`src/rtl/c2f_chunk_writer_pkg.sv`:
```
`default_nettype none
// -----------------------------------------------------------------------------
// c2f_chunk_writer_pkg : C2F chunk ring types (index, offset, RAM address)
// Revision: 1.0
// -----------------------------------------------------------------------------
package c2f_chunk_writer_pkg;

  localparam int C2F_CHUNKSIZE = 64;
  localparam int C2F_IDXW      = 2;
  localparam int C2F_OFFW      = $clog2(C2F_CHUNKSIZE / 8);

  typedef logic [31:0]           uint32;
  typedef logic [63:0]           uint64;
  typedef logic [C2F_IDXW-1:0]   C2FChunkIndex;
  typedef logic [C2F_OFFW-1:0]   C2FChunkOffset;

  localparam int C2F_NUMCHUNKS = 2 ** $bits(C2FChunkIndex);

  typedef struct packed {
    C2FChunkIndex  index;
    C2FChunkOffset offset;
  } C2FRamAddr;

endpackage
`default_nettype wire

```
`src/rtl/c2f_chunk_writer_if.sv`:
```
`default_nettype none
// -----------------------------------------------------------------------------
// c2f_chunk_writer_if : payload stream, chunk RAM write port and ring indices
// Revision: 1.0
// -----------------------------------------------------------------------------
interface c2f_chunk_writer_if;
  import c2f_chunk_writer_pkg::*;

  logic         qwValid_in;
  uint64        qwData_in;
  logic         qwReady_out;
  logic         ramWrEnable_out;
  C2FRamAddr    ramWrAddr_out;
  uint64        ramWrData_out;
  C2FChunkIndex wrIndex_out;
  C2FChunkIndex rdIndex_out;
  logic         dtAck_in;
  logic         chunkFreed_out;
  logic         ovfErr_out;
  uint32        chunkCount_out;

  modport master (
    output qwValid_in, qwData_in, dtAck_in,
    input  qwReady_out, ramWrEnable_out, ramWrAddr_out, ramWrData_out,
           wrIndex_out, rdIndex_out, chunkFreed_out, ovfErr_out, chunkCount_out
  );

  modport slave (
    input  qwValid_in, qwData_in, dtAck_in,
    output qwReady_out, ramWrEnable_out, ramWrAddr_out, ramWrData_out,
           wrIndex_out, rdIndex_out, chunkFreed_out, ovfErr_out, chunkCount_out
  );

endinterface
`default_nettype wire

```
`src/rtl/c2f_chunk_writer_ring_ctrl.sv`:
```
`default_nettype none
// -----------------------------------------------------------------------------
// c2f_ring_ctrl : C2F ring write/read indices, full/empty decode, free pulse
// Revision: 1.0
// -----------------------------------------------------------------------------
module c2f_ring_ctrl
  import c2f_chunk_writer_pkg::*;
(
  input  wire logic   sysClk_in,
  input  wire logic   sysReset_in,
  input  wire logic   i_commit,
  input  wire logic   i_dtAck,
  output C2FChunkIndex o_wrIndex,
  output C2FChunkIndex o_rdIndex,
  output logic         o_full,
  output logic         o_chunkFreed
);

  C2FChunkIndex r_wrIndex;
  C2FChunkIndex r_rdIndex;
  logic         r_chunkFreed;
  logic         w_empty;
  logic         w_ackOk;

  // One slot is always left empty so full and empty remain distinguishable.
  assign w_empty = (r_wrIndex == r_rdIndex);
  assign o_full  = (C2FChunkIndex'(r_wrIndex + 1'b1) == r_rdIndex);
  assign w_ackOk = i_dtAck & ~w_empty;

  always_ff @(posedge sysClk_in or posedge sysReset_in) begin
    if (sysReset_in) begin
      r_wrIndex    <= '0;
      r_rdIndex    <= '0;
      r_chunkFreed <= 1'b0;
    end else begin
      if (i_commit) begin
        r_wrIndex <= C2FChunkIndex'(r_wrIndex + 1'b1);
      end
      if (w_ackOk) begin
        r_rdIndex <= C2FChunkIndex'(r_rdIndex + 1'b1);
      end
      r_chunkFreed <= w_ackOk;
    end
  end

  assign o_wrIndex    = r_wrIndex;
  assign o_rdIndex    = r_rdIndex;
  assign o_chunkFreed = r_chunkFreed;

endmodule
`default_nettype wire

```
`src/rtl/c2f_chunk_writer.sv`:
```
`default_nettype none
// -----------------------------------------------------------------------------
// c2f_chunk_writer : writes the host QW stream into the C2F chunk RAM
// Revision: 1.0
// -----------------------------------------------------------------------------
module c2f_chunk_writer
  import c2f_chunk_writer_pkg::*;
(
  input wire logic          sysClk_in,
  input wire logic          sysReset_in,
  c2f_chunk_writer_if.slave bus
);

  localparam logic [0:0] S_FILL   = 1'b0;
  localparam logic [0:0] S_COMMIT = 1'b1;

  logic [0:0]    r_state;
  C2FChunkOffset r_offset;
  logic          r_ramWrEnable;
  C2FRamAddr     r_ramWrAddr;
  uint64         r_ramWrData;
  logic          r_ovfErr;
  uint32         r_chunkCount;

  C2FChunkIndex  w_wrIndex;
  C2FChunkIndex  w_rdIndex;
  logic          w_full;
  logic          w_chunkFreed;
  logic          w_qwReady;
  logic          w_xfer;
  logic          w_commit;

  assign w_qwReady = (r_state == S_FILL) & ~w_full;
  assign w_xfer    = bus.qwValid_in & w_qwReady;
  // The commit cycle lets the last RAM write land before wrIndex advances.
  assign w_commit  = (r_state == S_COMMIT);

  c2f_ring_ctrl u_ringCtrl (
    .sysClk_in    (sysClk_in),
    .sysReset_in  (sysReset_in),
    .i_commit     (w_commit),
    .i_dtAck      (bus.dtAck_in),
    .o_wrIndex    (w_wrIndex),
    .o_rdIndex    (w_rdIndex),
    .o_full       (w_full),
    .o_chunkFreed (w_chunkFreed)
  );

  always_ff @(posedge sysClk_in or posedge sysReset_in) begin
    if (sysReset_in) begin
      r_state       <= S_FILL;
      r_offset      <= '0;
      r_ramWrEnable <= 1'b0;
      r_ramWrAddr   <= '0;
      r_ramWrData   <= '0;
      r_ovfErr      <= 1'b0;
      r_chunkCount  <= '0;
    end else begin
      r_ramWrEnable <= w_xfer;
      if (w_xfer) begin
        r_ramWrAddr <= '{index: w_wrIndex, offset: r_offset};
        r_ramWrData <= bus.qwData_in;
      end
      if (bus.qwValid_in & ~w_qwReady) begin
        r_ovfErr <= 1'b1;
      end
      case (r_state)
        S_FILL: begin
          if (w_xfer) begin
            r_offset <= C2FChunkOffset'(r_offset + 1'b1);
            if (r_offset == '1) begin
              r_state <= S_COMMIT;
            end
          end
        end
        S_COMMIT: begin
          r_state      <= S_FILL;
          r_chunkCount <= r_chunkCount + 32'd1;
        end
        default: r_state <= S_FILL;
      endcase
    end
  end

  assign bus.qwReady_out     = w_qwReady;
  assign bus.ramWrEnable_out = r_ramWrEnable;
  assign bus.ramWrAddr_out   = r_ramWrAddr;
  assign bus.ramWrData_out   = r_ramWrData;
  assign bus.wrIndex_out     = w_wrIndex;
  assign bus.rdIndex_out     = w_rdIndex;
  assign bus.chunkFreed_out  = w_chunkFreed;
  assign bus.ovfErr_out      = r_ovfErr;
  assign bus.chunkCount_out  = r_chunkCount;

endmodule
`default_nettype wire

```
`src/flat_wrapper.sv`:
```
// flat-port wrapper written by rule: the top's interface ports become plain ports
module c2f_chunk_writer_flat import c2f_chunk_writer_pkg::*;
  (sysClk_in, sysReset_in, bus_qwValid_in, bus_qwData_in, bus_dtAck_in, bus_qwReady_out, bus_ramWrEnable_out, bus_ramWrAddr_out, bus_ramWrData_out, bus_wrIndex_out, bus_rdIndex_out, bus_chunkFreed_out, bus_ovfErr_out, bus_chunkCount_out);
  c2f_chunk_writer_if bus_i ();
  input wire logic sysClk_in;
  input wire logic sysReset_in;
  input wire logic [$bits(bus_i.qwValid_in)-1:0] bus_qwValid_in;
  input wire logic [$bits(bus_i.qwData_in)-1:0] bus_qwData_in;
  input wire logic [$bits(bus_i.dtAck_in)-1:0] bus_dtAck_in;
  output wire logic [$bits(bus_i.qwReady_out)-1:0] bus_qwReady_out;
  output wire logic [$bits(bus_i.ramWrEnable_out)-1:0] bus_ramWrEnable_out;
  output wire logic [$bits(bus_i.ramWrAddr_out)-1:0] bus_ramWrAddr_out;
  output wire logic [$bits(bus_i.ramWrData_out)-1:0] bus_ramWrData_out;
  output wire logic [$bits(bus_i.wrIndex_out)-1:0] bus_wrIndex_out;
  output wire logic [$bits(bus_i.rdIndex_out)-1:0] bus_rdIndex_out;
  output wire logic [$bits(bus_i.chunkFreed_out)-1:0] bus_chunkFreed_out;
  output wire logic [$bits(bus_i.ovfErr_out)-1:0] bus_ovfErr_out;
  output wire logic [$bits(bus_i.chunkCount_out)-1:0] bus_chunkCount_out;
  assign bus_i.qwValid_in = bus_qwValid_in;
  assign bus_i.qwData_in = bus_qwData_in;
  assign bus_i.dtAck_in = bus_dtAck_in;
  assign bus_qwReady_out = bus_i.qwReady_out;
  assign bus_ramWrEnable_out = bus_i.ramWrEnable_out;
  assign bus_ramWrAddr_out = bus_i.ramWrAddr_out;
  assign bus_ramWrData_out = bus_i.ramWrData_out;
  assign bus_wrIndex_out = bus_i.wrIndex_out;
  assign bus_rdIndex_out = bus_i.rdIndex_out;
  assign bus_chunkFreed_out = bus_i.chunkFreed_out;
  assign bus_ovfErr_out = bus_i.ovfErr_out;
  assign bus_chunkCount_out = bus_i.chunkCount_out;
  c2f_chunk_writer u_core (.sysClk_in(sysClk_in), .sysReset_in(sysReset_in), .bus(bus_i));
endmodule
```
`config.mk`:
```
export PLATFORM = sky130hd
export DESIGN_NAME = c2f_chunk_writer_flat
export DESIGN_NICKNAME = d
export VERILOG_FILES = /design/src/rtl/c2f_chunk_writer_pkg.sv /design/src/rtl/c2f_chunk_writer_if.sv /design/src/rtl/c2f_chunk_writer_ring_ctrl.sv /design/src/rtl/c2f_chunk_writer.sv /design/src/flat_wrapper.sv
export SDC_FILE = /design/constraint.sdc
export NUM_CORES = 1
export LEC_CHECK = 0
export ABC_AREA = 1
export CAP_MARGIN = 20
export CORE_ASPECT_RATIO = 1.2
export CORE_MARGIN = 10
export CORE_UTILIZATION = 45
export CTS_CLUSTER_SIZE = 10
export DETAILED_ROUTE_END_ITERATION = 7
export GPL_TIMING_DRIVEN = 0
export PLACE_DENSITY = 0.88
export SLEW_MARGIN = 20
export SYNTH_ARGS = -nofsm -noshare
export SYNTH_HDL_FRONTEND = slang
export SYNTH_SLANG_ARGS = --single-unit
```
`constraint.sdc`:
```
create_clock -name sysClk_in -period 5.8 [get_ports sysClk_in]
set_input_delay 1.16 -clock sysClk_in [delete_from_list [all_inputs] [get_ports sysClk_in]]
set_output_delay 1.16 -clock sysClk_in [all_outputs]
set_load 0.01 [all_outputs]
```
==> results.txt, run 1 <==
Antenna Nets Post-Route -> 0
Core ar. -> 11,500 µm²
Ports -> 177
fmax -> 0.298 GHz
R2R Setup Slk -> 4.02 ns
sequential area share after synthesis -> 53.6%
DR WL/cell -> 17.8 µm
Finished Cell Area -> 7520 µm²
pin count of the biggest net entering global routing -> 72
Required @ worst endpoint -> 4.64 ns
syn avg cell area -> 9.41 µm²
crit path cell chain -> or2_1, nand2_2, nand2_2, nand3_4, buf_6, nand2_1, inv_1, clkdlybuf4s50_1
Root Buffer -> clkbuf_16
Post-Synthesis Cells -> 556
drt first pass iters -> 5
Area growth, synth to finish -> 43.7%
CTS H-tree depth -> 3
Die Ht -> 138 µm
# hold bufs at CTS -> 0
IO Port Bufs -> 176
post-CTS setup buffers -> 0
Arrival @ worst endpoint -> 2.19 ns
Die Area -> 16,400 µm²
yosys warns -> 0
Remaining Overflow, GRT -> 0
initial antenna violation count -> 0
Syn Std Cell Area -> 5230 µm²
Tmin final -> 3.35 ns
CTS Buf Count -> 9
most common cell after layout, fill and taps aside -> clkdlybuf4s50_1
Max stage delay on crit path -> 0.56 ns
clk buf depth -> 2
starting density of the core -> 45.7%
total leakage power -> 3.53 nW
Power Dens Cells -> 489 nW/µm²
number of global-route vias before repair -> 4,928
RSZ-0062 raised after global routing -> false
outcome -> complete, no violations
Setup Crit Path Kind -> flop to output pin
Layout Nets -> 815
Reg clk slew, reported paths -> 0.08 ns
Most Frequent Cell on Critical Path -> nand2_2
die width -> 118 µm
share of cells above drive strength 1 -> 14.3%
first-pass GRT wire length -> 26,000 µm
Max Slew Vio Count -> 0
period utilisation layout -> 57.8%
Iter 0 DRT Violations -> 421
WL final -> 16,100 µm
Worst R2R Path Depth -> 6
maximum VDD drop -> 211 µV
most frequent cells in the layout -> 176 x clkdlybuf4s50_1, 141 x nand2_1, 112 x dfrtp_1
Setup crit start -> u_core.u_ringCtrl.o_wrIndex[1]$_DFFE_PP0P_
DRC Markers -> 0
hold path depth -> 2
Rows -> 43
GP Congestion -> 0.900
# resized after CTS -> 0
hpwl dp -> 12,200 µm
r2r endpoint -> u_core.r_offset[2]$_DFFE_PP0P_
Hold Path Sink -> u_core.bus.ramWrAddr_out[0]$_DFFE_PP0N_
GRT Util Overall -> 19.4%
Placed Area -> 7220 µm²
Final Hold Vio Count -> 0
ANT cells -> 0
via count -> 4,670
CP endpoint kind -> output pin
CP max FO -> 10
CP Launch Type -> flop
Crit-path slowest cell -> clkdlybuf4s50_1
clock sink count -> 112
clock skew -> 0.00875 ns
Netlist cell types -> 24
post-synthesis sequential element count -> 112
insertion delay to the later sink of the worst-skew pair -> 0.35 ns
Tightest Pin Transition -> 0.507 ns
final number of setup-violating endpoints -> 0
syn nets -> 627
Hold Crit Class -> flop to flop
Max Cap Viol -> 0
relative slew slack -> 66.2%
DR vias/cell -> 5.15
min-delay src -> u_core.bus.ramWrAddr_out[0]$_DFFE_PP0N_
setup TNS -> 0 ns
CTS tree -> done
worst reg2reg path startpoint -> u_core.r_state$_DFF_PP0_
[power by group]
part	leakage, nW	total, W	switching, W	internal (W)
clock network	0.142	0.000616	0.000287	0.000329
logic	1.96	0.00179	0.000883	0.000908
registers	1.43	0.00127	0.000211	0.00106
[Yosys cell counts]
library cell  instances  area share (%)
xnor2_1              11             1.8
dfrtp_1             112              54
ha_1                  3            0.72
nor2_2                3            0.36
clkbuf_1             12            0.86
buf_6                 1            0.22
xor2_1               18             3.0
and2_1                1            0.12
nand3_1              22             2.1
buf_1                 2            0.14
or2_1                 1            0.12
nand4_1              78             9.3
buf_2                 3            0.29
buf_12                7             2.7
inv_1                34             2.4
inv_2                 1           0.072
nand2_1             141              10
nor2_4                1            0.22
nor3_1                4            0.38
nor2_1               26             1.9
nand3_4               2            0.67
nand2_2              64             7.7
buf_4                 8             1.1
o21ai_1               1           0.096
[critical path, delay by kind of cell (launching register included)]
family | cells | cell delay [ns]
simple gates | 5 | 0.60
flops | 1 | 0.47
buf+inv | 3 | 0.77
[state kept, by name, indices dropped and copies added (netlist names)]
name and cells:
u_core.bus.chunkCount_out 32, u_core.bus.ramWrEnable_out 1, u_core.r_offset 3, u_core.bus.ramWrData_out 64
u_core.u_ringCtrl.o_wrIndex 2, u_core.r_state 1, u_core.u_ringCtrl.o_rdIndex 2, u_core.bus.ramWrAddr_out 5
u_core.u_ringCtrl.o_chunkFreed 1, u_core.bus.ovfErr_out 1
[worst max path at each step]
| stage | to | slack [ns] | cells after the start |
|---|---|---|---|
| after floorplan | u_core.bus.chunkCount_out[0]$_DFFE_PP0P_ | 1.68 | 1 |
| final | bus_qwReady_out | 2.45 | 8 |
| after CTS | bus_qwReady_out | 2.42 | 8 |
| after detailed placement | bus_qwReady_out | 2.81 | 8 |
| after global routing | bus_qwReady_out | 2.29 | 8 |
| after global placement | u_core.bus.ramWrData_out[13]$_DFFE_PP0N_ | 0.19 | 2 |
[metrics by stage]
step / worst slack (ns) / instances / hold slack (ns) / utilization, % / total power, W
after CTS: 2.42 / 906 / 0.477 / 65.6 / 0.00372
final: 2.45 / 906 / 0.470 / 65.6 / 0.00368
after floorplan: 1.68 / 556 / 0.468 / - / 0.00223
after global placement: 0.194 / 889 / 0.447 / 62.7 / 0.00301
after detailed placement: 2.81 / 890 / 0.460 / 63.0 / 0.00309
after global routing: 2.29 / 906 / 0.506 / 65.6 / 0.00392
[metal layers]
| layer | vias to the layer above | part of all wire (%) | track usage [%] |
|---|---|---|---|
| li1 | 2185 | - | - |
| met1 | 2247 | 38 | 21.8 |
| met2 | 207 | 51 | 33.3 |
| met3 | 31 | 8.3 | 7.01 |
| met4 | 0 | 2.6 | 6.57 |
| met5 | - | 0 | 0 |
[final cells by class]
cell class | instances | area [µm²]
buffer | 33 | 279
clock buffer | 13 | 270
multi-input combinational | 376 | 2020
sequential | 112 | 2800
fill | 895 | 3940
timing repair buffer | 177 | 1790
clock inverter | 3 | 25.0
tap | 157 | 196
inverter | 35 | 136
[cells by family after synthesis]
group | share of synthesized area, %
xor gates and xnor gates | 4.85
DFF | 53.6
buffers and inverters | 7.84
and+or+nand+nor | 32.9
AOI/OAI and AO/OA | 0.0956
adders and majority gates | 0.717
Power figures use the tool's default switching activity.
==> run 2, diff against run 1 <==
Settings changed: CORE_UTILIZATION 45 to 41, PLACE_DENSITY 0.88 to 0.85.
Clock period 5.8 ns to 3.07 ns, I/O delays scaled along.
==> run 2 against run 1 <==
  * First-iteration DRC count down 17%
  * Setup slack worse by 2.1 ns
  * Final cell count up 1.1%
  * Combinational power up 89%
  * Critical path depth unchanged
  * Flip-flop and latch count unchanged
  * Die area up 8.2%
  * Global-route usage down 2.2 points
  * Worst hold slack better by 0.0061 ns
  * Largest cell class unchanged
==> results.txt, run 2 (synthesis results as in run 1) <==
PnR Total Power -> 0.00688 W (+87%)
Reg power frac -> 34.5% (about the same)
final number of setup-violating endpoints -> 0 (unchanged)
Arrival @ worst endpoint -> 2.14 ns (-0.05 ns)
WL final -> 15,400 µm (-4.2%)
Filler cells -> 1,059 (+18%)
IO Port Bufs -> 176 (unchanged)
outcome -> complete, no violations
drt first pass iters -> 4 (-1)
Layout Nets -> 818 (+0.37%)
Net Switching -> 0.00258 W (+87%)
pin count of the biggest net entering global routing -> 32 (-56%)
Crit-path slowest cell -> clkdlybuf4s50_1
relative slew slack -> 65.0% (-1.2 points)
via count -> 4,522 (-3.2%)
DR WL/cell -> 16.9 µm (-5.2%)
Die Ht -> 144 µm (+4.1%)
CP max FO -> 10 (unchanged)
Rows -> 45 (+4.7%)
max reg flops -> 64 (unchanged)
most common cell after layout, fill and taps aside -> clkdlybuf4s50_1
area of the multi-input gates -> 2020 µm² (unchanged)
Layout Utilization -> 60.3% (-5.3 points)
Setup Crit Path Kind -> flop to output pin
Root Buffer -> clkbuf_16
maximum VDD drop -> 505 µV (+140%)
share of cells above drive strength 1 -> 14.6% (+0.34 points)
Clk pwr share -> 16.4% (-0.4 points)
Final Hold Vio Count -> 0 (unchanged)
Area growth, synth to finish -> 44.7%
switching part of the total -> 37.5% (-0.079 points)
Hold Crit Class -> flop to flop
GRT Util Overall -> 17.2% (-2.2 points)
Power Dens Cells -> 908 nW/µm² (+86%)
CTS Buf Count -> 9 (unchanged)
CP Launch Type -> flop
Remaining Overflow, GRT -> 0 (unchanged)
Die Area -> 17,700 µm² (+8.2%)
ANT cells -> 0 (unchanged)
post-CTS setup buffers -> 0 (unchanged)
DR vias/cell -> 4.94 (-4.2%)
Max Slew Vio Count -> 0 (unchanged)
insertion delay to the later sink of the worst-skew pair -> 0.35 ns (about the same)
hpwl dp -> 11,800 µm (-3.1%)
clock skew -> 0.0128 ns (+0.00404 ns)
Ports -> 177 (unchanged)
Max Cap Viol -> 0 (unchanged)
GP Congestion -> 0.808 (-10%)
Iter 0 DRT Violations -> 351 (-17%)
DRC Markers -> 0 (unchanged)
Core ar. -> 12,600 µm² (+9.6%)
Antenna Nets Post-Route -> 0 (unchanged)
CTS H-tree depth -> 3 (unchanged)
CP endpoint kind -> output pin
most frequent cells in the layout -> 176 x clkdlybuf4s50_1, 141 x nand2_1, 112 x dfrtp_1
design internal power -> 0.00430 W (+87%)
period utilisation layout -> 89.8%
number of global-route vias before repair -> 4,523 (-8.2%)
total leakage power -> 3.54 nW (+0.44%)
initial antenna violation count -> 0 (unchanged)
Reg clk slew, reported paths -> 0.07 ns (about the same)
crit path cell chain -> or2_1, nand2_2, nand2_2, nand3_4, buf_6, nand2_1, inv_1, clkdlybuf4s50_1
Tmin final -> 2.76 ns
Max stage delay on crit path -> 0.53 ns (-0.03 ns)
CTS tree -> done
clk buf depth -> 2 (unchanged)
# hold bufs at CTS -> 0 (unchanged)
fmax -> 0.363 GHz
RSZ-0062 raised after global routing -> false
Required @ worst endpoint -> 2.46 ns (-2.18 ns)
# resized after CTS -> 0 (unchanged)
clock sink count -> 112 (unchanged)
starting density of the core -> 41.7% (-4.0 points)
first-pass GRT wire length -> 24,300 µm (-6.4%)
Most Frequent Cell on Critical Path -> nand2_2
Tightest Pin Transition -> 0.525 ns (+0.0174 ns)
die width -> 123 µm (+4.0%)
Logic pwr share -> 49.2% (+0.5 points)
FF+latch area -> 2800 µm² (unchanged)
[run 2: cell count changes in the layout (fill, tap and decap cells not counted)]
cell        previous run  this run
inv_6                  1         0
inv_8                  0         1
clkinv_4               2         1
clkinv_2               0         1
clkinvlp_4             1         3
buf_12                 7        10
clkbuf_8               3         1
[run 2: path summary, 6_finish.rpt]
path,from,end,slack (ns),depth (start not counted)
hold / removal,u_core.bus.ramWrAddr_out[1]$_DFFE_PP0N_,u_core.bus.ramWrAddr_out[1]$_DFFE_PP0N_,0.48,2
setup reg to reg,u_core.r_state$_DFF_PP0_,u_core.bus.ramWrAddr_out[2]$_DFFE_PP0N_,1.32,6
max in group asynchronous,sysReset_in,u_core.bus.ramWrData_out[7]$_DFFE_PP0N_,1.86,4
hold reg to reg,u_core.bus.ramWrAddr_out[1]$_DFFE_PP0N_,u_core.bus.ramWrAddr_out[1]$_DFFE_PP0N_,0.48,2
setup / recovery,u_core.u_ringCtrl.o_wrIndex[1]$_DFFE_PP0P_,bus_qwReady_out,0.31,8
min in group asynchronous,sysReset_in,u_core.bus.ramWrData_out[58]$_DFFE_PP0N_,0.57,2
[run 2: layout make-up]
class / count / share of cell area, %
Clock buffer: 11 / 3.21
Inverter: 35 / 1.78
Buffer: 33 / 3.68
Multi-Input combinational cell: 376 / 26.7
Clock inverter: 5 / 0.529
Timing Repair Buffer: 180 / 24.4
Tap cell: 164 / 2.71
Sequential cell: 112 / 37.0
[run 2: power groups by stage]
stage                     combinational, W  clock [W]  sequential (W)
after floorplan                    0.00162          0         0.00260
after CTS                          0.00344    0.00115         0.00237
final                              0.00338    0.00113         0.00237
after global placement             0.00336          0         0.00237
after detailed placement           0.00343          0         0.00239
after global routing               0.00370    0.00121         0.00244
[run 2: routing by layer]
| layer | vias to the layer above | share of wire, % | wire length, µm | GRT usage [%] |
|---|---|---|---|---|
| met4 | 0 | 2.2 | 347 | 7.43 |
| met3 | 23 | 6.9 | 1060 | 4.20 |
| met2 | 128 | 50 | 7670 | 28.0 |
| li1 | 2197 | - | - | - |
| met1 | 2174 | 41 | 6370 | 21.1 |
| met5 | - | 0 | 0 | 0 |
[run 2: metrics by stage]
step / std cells / TNS [ns] / worst slack, ns / hold WS (ns) / area, µm²
5_1_grt: 916 / 0 / 0.180 / 0.494 / 7570
3_3_place_gp: 896 / -8.01 / -0.0807 / 0.454 / 7200
4_1_cts: 916 / 0 / 0.288 / 0.476 / 7570
3_5_place_dp: 900 / 0 / 0.668 / 0.458 / 7290
2_1_floorplan: 556 / 0 / 1.10 / 0.468 / 5240
6_report: 916 / 0 / 0.312 / 0.476 / 7570
[run 2: worst max-delay path: cells and delay by family (launching register included)]
kind          cells  cell delay (ns)
flops             1             0.45
simple gates      5             0.59
buf+inv           3             0.76
